File: config.mk
export PLATFORM = sky130hd
export DESIGN_NAME = i2c_tx_byte_feeder_flat
export DESIGN_NICKNAME = d
export VERILOG_FILES = /design/src/rtl/i2c_tx_byte_feeder_if.sv /design/src/rtl/i2c_tx_byte_feeder.sv /design/src/flat_wrapper.sv
export SDC_FILE = /design/constraint.sdc
export NUM_CORES = 1
export LEC_CHECK = 0
export CAP_MARGIN = 10
export CELL_PAD_IN_SITES_DETAIL_PLACEMENT = 0
export CELL_PAD_IN_SITES_GLOBAL_PLACEMENT = 1
export CORE_ASPECT_RATIO = 1.4
export CORE_UTILIZATION = 28
export CTS_CLUSTER_SIZE = 8
export DETAILED_ROUTE_END_ITERATION = 12
export PLACE_DENSITY_LB_ADDON = 0.1
export SYNTH_ARGS = -nofsm -noshare
export SYNTH_HDL_FRONTEND = slang
export SYNTH_SLANG_ARGS = --single-unit
File: constraint.sdc
create_clock -name clk -period 1.75 [get_ports clk]
set_input_delay 0.35 -clock clk [delete_from_list [all_inputs] [get_ports clk]]
set_output_delay 0.35 -clock clk [all_outputs]
set_load 0.02 [all_outputs]
File: src/rtl/i2c_tx_byte_feeder_if.sv
// Byte-feeder link: TX FIFO read side plus the SDA bit-engine handshake.
// master = feeder side, slave = FIFO/bit-engine side.
interface i2c_tx_byte_feeder_if #(
  parameter int DATA_W = 8
);
  logic [DATA_W-1:0] fifo_rdata;
  logic              fifo_empty;
  logic              fifo_ren;
  logic              bit_tick;
  logic              sda_in;
  logic              sda_out;

  modport master (
    input  fifo_rdata,
    input  fifo_empty,
    input  bit_tick,
    input  sda_in,
    output fifo_ren,
    output sda_out
  );

  modport slave (
    output fifo_rdata,
    output fifo_empty,
    output bit_tick,
    output sda_in,
    input  fifo_ren,
    input  sda_out
  );
endinterface

File: src/rtl/i2c_tx_byte_feeder.sv
// Pops TX FIFO bytes, shifts them MSB-first on bit_tick and samples the ACK slot; back-to-back bytes reload in the ACK cycle.
// Pops only when enable=1 and the FIFO is non-empty; NACK parks in NACK_HOLD until nack_clr.
module i2c_tx_byte_feeder #(
  parameter int DATA_W = 8,
  parameter int CNT_W  = 8
) (
  input  logic                 clk,
  input  logic                 rst,
  input  logic                 enable,
  input  logic                 abort,
  input  logic                 nack_clr,
  i2c_tx_byte_feeder_if.master bus,
  output logic                 busy,
  output logic                 byte_done,
  output logic                 nack,
  output logic [CNT_W-1:0]     ack_count
);

  localparam int BC_W = (DATA_W > 1) ? $clog2(DATA_W) : 1;

  typedef enum logic [1:0] {
    IDLE      = 2'd0,
    SHIFT     = 2'd1,
    ACK       = 2'd2,
    NACK_HOLD = 2'd3
  } state_t;

  state_t            state, state_nxt;
  logic [DATA_W-1:0] shreg, shreg_nxt;
  logic [BC_W-1:0]   bit_cnt, bit_cnt_nxt;
  logic              nack_nxt;
  logic [CNT_W-1:0]  ack_cnt_nxt;
  logic              sda_q;
  logic              can_load;
  logic              load;
  logic              done;

  assign can_load = enable && !bus.fifo_empty;

  always_comb begin
    state_nxt   = state;
    shreg_nxt   = shreg;
    bit_cnt_nxt = bit_cnt;
    nack_nxt    = nack;
    ack_cnt_nxt = ack_count;
    load        = 1'b0;
    done        = 1'b0;

    if (abort) begin
      // Any in-flight byte is dropped along with a coincident tick.
      state_nxt = IDLE;
    end else begin
      case (state)
        IDLE: begin
          load = can_load;
        end
        SHIFT: begin
          if (bus.bit_tick) begin
            shreg_nxt = shreg << 1;
            if (bit_cnt == '0) begin
              state_nxt = ACK;
            end else begin
              bit_cnt_nxt = bit_cnt - 1'b1;
            end
          end
        end
        ACK: begin
          if (bus.bit_tick) begin
            done = 1'b1;
            if (!bus.sda_in) begin
              ack_cnt_nxt = ack_count + 1'b1;
              if (can_load) begin
                load = 1'b1;
              end else begin
                state_nxt = IDLE;
              end
            end else begin
              nack_nxt  = 1'b1;
              state_nxt = NACK_HOLD;
            end
          end
        end
        NACK_HOLD: begin
          if (nack_clr) begin
            state_nxt = IDLE;
          end
        end
        default: begin
          state_nxt = IDLE;
        end
      endcase

      if (nack_clr) begin
        nack_nxt = 1'b0;
      end

      if (load) begin
        shreg_nxt   = bus.fifo_rdata;
        bit_cnt_nxt = BC_W'(DATA_W - 1);
        state_nxt   = SHIFT;
      end
    end
  end

  // Strobes are combinational, so reset must mask them explicitly.
  assign bus.fifo_ren = load && !rst;
  assign byte_done    = done && !rst;
  assign bus.sda_out  = sda_q;

  always_ff @(posedge clk) begin
    if (rst) begin
      state     <= IDLE;
      shreg     <= '0;
      bit_cnt   <= '0;
      sda_q     <= 1'b1;
      busy      <= 1'b0;
      nack      <= 1'b0;
      ack_count <= '0;
    end else begin
      state     <= state_nxt;
      shreg     <= shreg_nxt;
      bit_cnt   <= bit_cnt_nxt;
      sda_q     <= (state_nxt == SHIFT) ? shreg_nxt[DATA_W-1] : 1'b1;
      busy      <= (state_nxt != IDLE);
      nack      <= nack_nxt;
      ack_count <= ack_cnt_nxt;
    end
  end

endmodule

File: src/flat_wrapper.sv
// flat-port wrapper written by rule: the top's interface ports become plain ports
module i2c_tx_byte_feeder_flat 
#(
  parameter int DATA_W = 8,
  parameter int CNT_W  = 8
)
  (clk, rst, enable, abort, nack_clr, busy, byte_done, nack, ack_count, bus_fifo_rdata, bus_fifo_empty, bus_bit_tick, bus_sda_in, bus_fifo_ren, bus_sda_out);
  i2c_tx_byte_feeder_if #(.DATA_W(DATA_W)) bus_i ();
  input  logic clk;
  input  logic rst;
  input  logic enable;
  input  logic abort;
  input  logic nack_clr;
  output logic busy;
  output logic byte_done;
  output logic nack;
  output logic [CNT_W-1:0] ack_count;
  input wire logic [$bits(bus_i.fifo_rdata)-1:0] bus_fifo_rdata;
  input wire logic [$bits(bus_i.fifo_empty)-1:0] bus_fifo_empty;
  input wire logic [$bits(bus_i.bit_tick)-1:0] bus_bit_tick;
  input wire logic [$bits(bus_i.sda_in)-1:0] bus_sda_in;
  output wire logic [$bits(bus_i.fifo_ren)-1:0] bus_fifo_ren;
  output wire logic [$bits(bus_i.sda_out)-1:0] bus_sda_out;
  assign bus_i.fifo_rdata = bus_fifo_rdata;
  assign bus_i.fifo_empty = bus_fifo_empty;
  assign bus_i.bit_tick = bus_bit_tick;
  assign bus_i.sda_in = bus_sda_in;
  assign bus_fifo_ren = bus_i.fifo_ren;
  assign bus_sda_out = bus_i.sda_out;
  i2c_tx_byte_feeder #(.DATA_W(DATA_W), .CNT_W(CNT_W)) u_core (.clk(clk), .rst(rst), .enable(enable), .abort(abort), .nack_clr(nack_clr), .bus(bus_i), .busy(busy), .byte_done(byte_done), .nack(nack), .ack_count(ack_count));
endmodule
==> results of run 1 <==
## cell usage in the layout, fill, tap and decap left out, drive strengths merged, types with 3 or more instances in the layout
cell and instances:
buf 27, dfxtp 24, nor2 23, clkdlybuf4s50 21, nand2b 8, inv 7, o221a 6, nand2 5
xor2 4, a21oi 4, clkbuf 4, nand3b 3, dlygate4sd2 3, ha 3
## sequential cells by signal (all words and copies together) (netlist names)
register	count
u_core.state	2
u_core.bit_cnt	3
u_core.shreg	8
u_core.nack	1
u_core.bus.sda_out	1
u_core.ack_count	8
u_core.busy	1
## final cells by class
class | count | share of cell area
Multi-Input combinational cell | 92 | 0.371
Sequential cell | 24 | 0.279
Clock buffer | 3 | 0.0238
Timing Repair Buffer | 53 | 0.263
Inverter | 7 | 0.0152
Tap cell | 43 | 0.0311
Clock inverter | 1 | 0.0173
## synthesized netlist by cell type (all sizes together), types with 2 or more instances
cell	number	area share
nor3	2	0.0086
buf	2	0.011
xor2	4	0.030
nor2b	2	0.011
xnor2	2	0.015
nand4b	2	0.015
clkbuf	4	0.013
nand4	2	0.011
dfxtp	24	0.41
nand2	5	0.016
inv	7	0.023
a21oi	4	0.017
ha	3	0.032
nand3	2	0.0086
and2	2	0.011
a221oi	2	0.015
nand3b	3	0.019
nand2b	8	0.049
nor2	23	0.074
o221a	6	0.058
nor4	2	0.011
## power by group through the flow
| stage | sequential, uW | combinational [uW] | clock [uW] |
|---|---|---|---|
| 2_1_floorplan | 584 | 71.0 | 0 |
| 3_3_place_gp | 584 | 153 | 0 |
| 3_5_place_dp | 584 | 157 | 0 |
| 4_1_cts | 572 | 158 | 514 |
| 5_1_grt | 574 | 175 | 537 |
| 6_report | 572 | 160 | 509 |
## worst max-delay path: stages, from the launching register on
cell and delay (ns):
dfxtp_2 0.35, buf_4 0.13, buf_4 0.14, or4bb_1 0.52, buf_4 0.18, nor2_1 0.08
nor2_1 0.05, o221a_2 0.12
## cell families (layout without fill, tap and decap cells)
group | count (synthesis) | in the layout
XOR/XNOR | 6 | 6
AO/OA/AOI/OAI | 24 | 24
adder cells (fa/ha/maj) | 3 | 3
buffers and inverters | 13 | 64
flip-flops | 24 | 24
AND/OR/NAND/NOR | 59 | 59
## worst paths after layout
kind,startpoint,to,slack (ns),cells after the start
setup / recovery,u_core.state[1],u_core.shreg[6],0.07,7
hold / removal,u_core.bit_cnt[0],u_core.bit_cnt[0],0.49,2
setup reg to reg,u_core.state[1],u_core.shreg[6],0.07,7
hold reg to reg,u_core.bit_cnt[0],u_core.bit_cnt[0],0.49,2
## what timing repair did
action | 4_1_cts | 5_1_grt
buffers inserted | 2 | 0
resized for setup | 17 | 8
pin swaps | 2 | 3
endpoints found under the hold margin | 0 | 0
gates cloned | 0 | 0
endpoints found under the setup margin | 13 | 9
hold buffers | 0 | 0
## per-stage QoR
step,TNS [ns],std cells
floorplan,0,129
global placement,-7.06,217
detailed placement,-7.65,217
CTS,0,223
global route,-0.0197,223
finish,0,223
## metal layers
metal | GRT usage | vias to the layer above | part of all wire
met5 | 0 | - | 0
met3 | 0.0214 | 5 | 0.032
met4 | 0.0585 | 0 | 0.017
li1 | - | 557 | -
met1 | 0.152 | 542 | 0.42
met2 | 0.264 | 20 | 0.54
==> results_dict.tcl, run 1 <==
set metrics [dict create \
    period_minus_slack_ns 1.68 \
    synth_compound_area_frac 0.186 \
    clkTransAtPathRegs_ns 0.09 \
    cts.sinks 24 \
    setup_slack_ns 0.0704 \
    wl_per_cell_um 13.2 \
    clockBufferDepth 2 \
    critPathCaptureType "flop" \
    seq_area_sq_um 483 \
    drv_slew 0 \
    multiInputGateArea_sq_um 642 \
    antenna_left 0 \
    synth_fp_nets 148 \
    slew_headroom 0.793 \
    numPortBuffers 28 \
    start_util 0.295 \
    dieArea_sq_um 4440 \
    p_leak_uw 0.000711 \
    yosysUniqueCellTypes 42 \
    p_total_uw 1240 \
    synthXorXnorAreaFrac 0.0450 \
    drtIter0Drc 39 \
    antenna_found_initial 0 \
    synth_fa_ha_area_frac 0.0322 \
    ys_seq_area_frac 0.412 \
    track_usage 0.140 \
    netSwitchingFraction 0.227 \
    boundaryPins 29 \
    die_w_um 56.6 \
    final-setup-viol-count 0 \
    clock.fmax_ghz 0.595 \
    synth_area_sq_um 1170 \
    skew_ns 0.00156 \
    hp-class "flop to flop" \
    via_per_inst 5.04 \
    layout-drive-gt1-share 0.250 \
    postLayoutCoreUtil 0.438 \
    tritoncts.num_buffers 3 \
    critical_path_class "flop to flop" \
    die_h_um 78.4 \
    ys_ff_latch 24 \
    p_comb_frac 0.129 \
    ctsHtreeMaxLevel 1 \
    finalCritPeriodShare 0.960 \
    path_max_fanout 7 \
    fin_nets 200 \
    hold_slack_ns 0.487 \
    synth_flop_cell "dfxtp_1" \
    cts_root_buf "clkbuf_8" \
    async_reset_ff_frac 0 \
    clkLatencyLatePin_ns 0.28 \
    p_int_uw 960 \
    wl_um 2940 \
    cp.arrival_ns 1.86 \
    grt_max_degree 22 \
    syn_to_final_growth_pct 48.3 \
    yosysWarnings 0 \
    p_clk_frac 0.410 \
    drc 0 \
    fill_cells 413 \
    cts_tree "built" \
    synth_top_family_by_area "simple AND/OR/NAND/NOR gates" \
    seqPwrFrac 0.461 \
    worst_slew_pin_slew_ns 0.308 \
    p_switching_uw 281 \
    dr_total_vias 1124 \
    finalHoldViolCount 0 \
    syn_inst 129 \
    place_congestion 0.774 \
    cp.required_ns 1.93 \
    max-vdd-ir-drop_v 0.000483 \
    hpwl_um 2290 \
    run_status "finished clean" \
    grt_pass1_wl_um 4910 \
    grt-ovfl-total 0 \
    start_kind "flop" \
    diodes 0 \
    power.density_nw_per_um2 717 \
    core_area_sq_um 3950 \
    synthMuxAreaShare 0 \
    dp_slack_ns -0.665 \
    first_pass_iters 4 \
    grt_pass1_vias 1108 \
    dpl-instance-area_sq_um 1650 \
    synth_enable_flop_cells 0 \
    maxCapViolCount 0 \
    syn_area_per_cell_sq_um 9.05 \
    placementRows 27 \
    synthSimpleGateAreaFrac 0.279 \
    stdcell_area_sq_um 1730 \
]
(Power assumes the default switching activity.)
==> run 2: changes to the inputs <==
CAP_MARGIN = unset   (was 10)
==> results of run 2 <==
Final layout, timing and power as in run 1 (identical DEF).
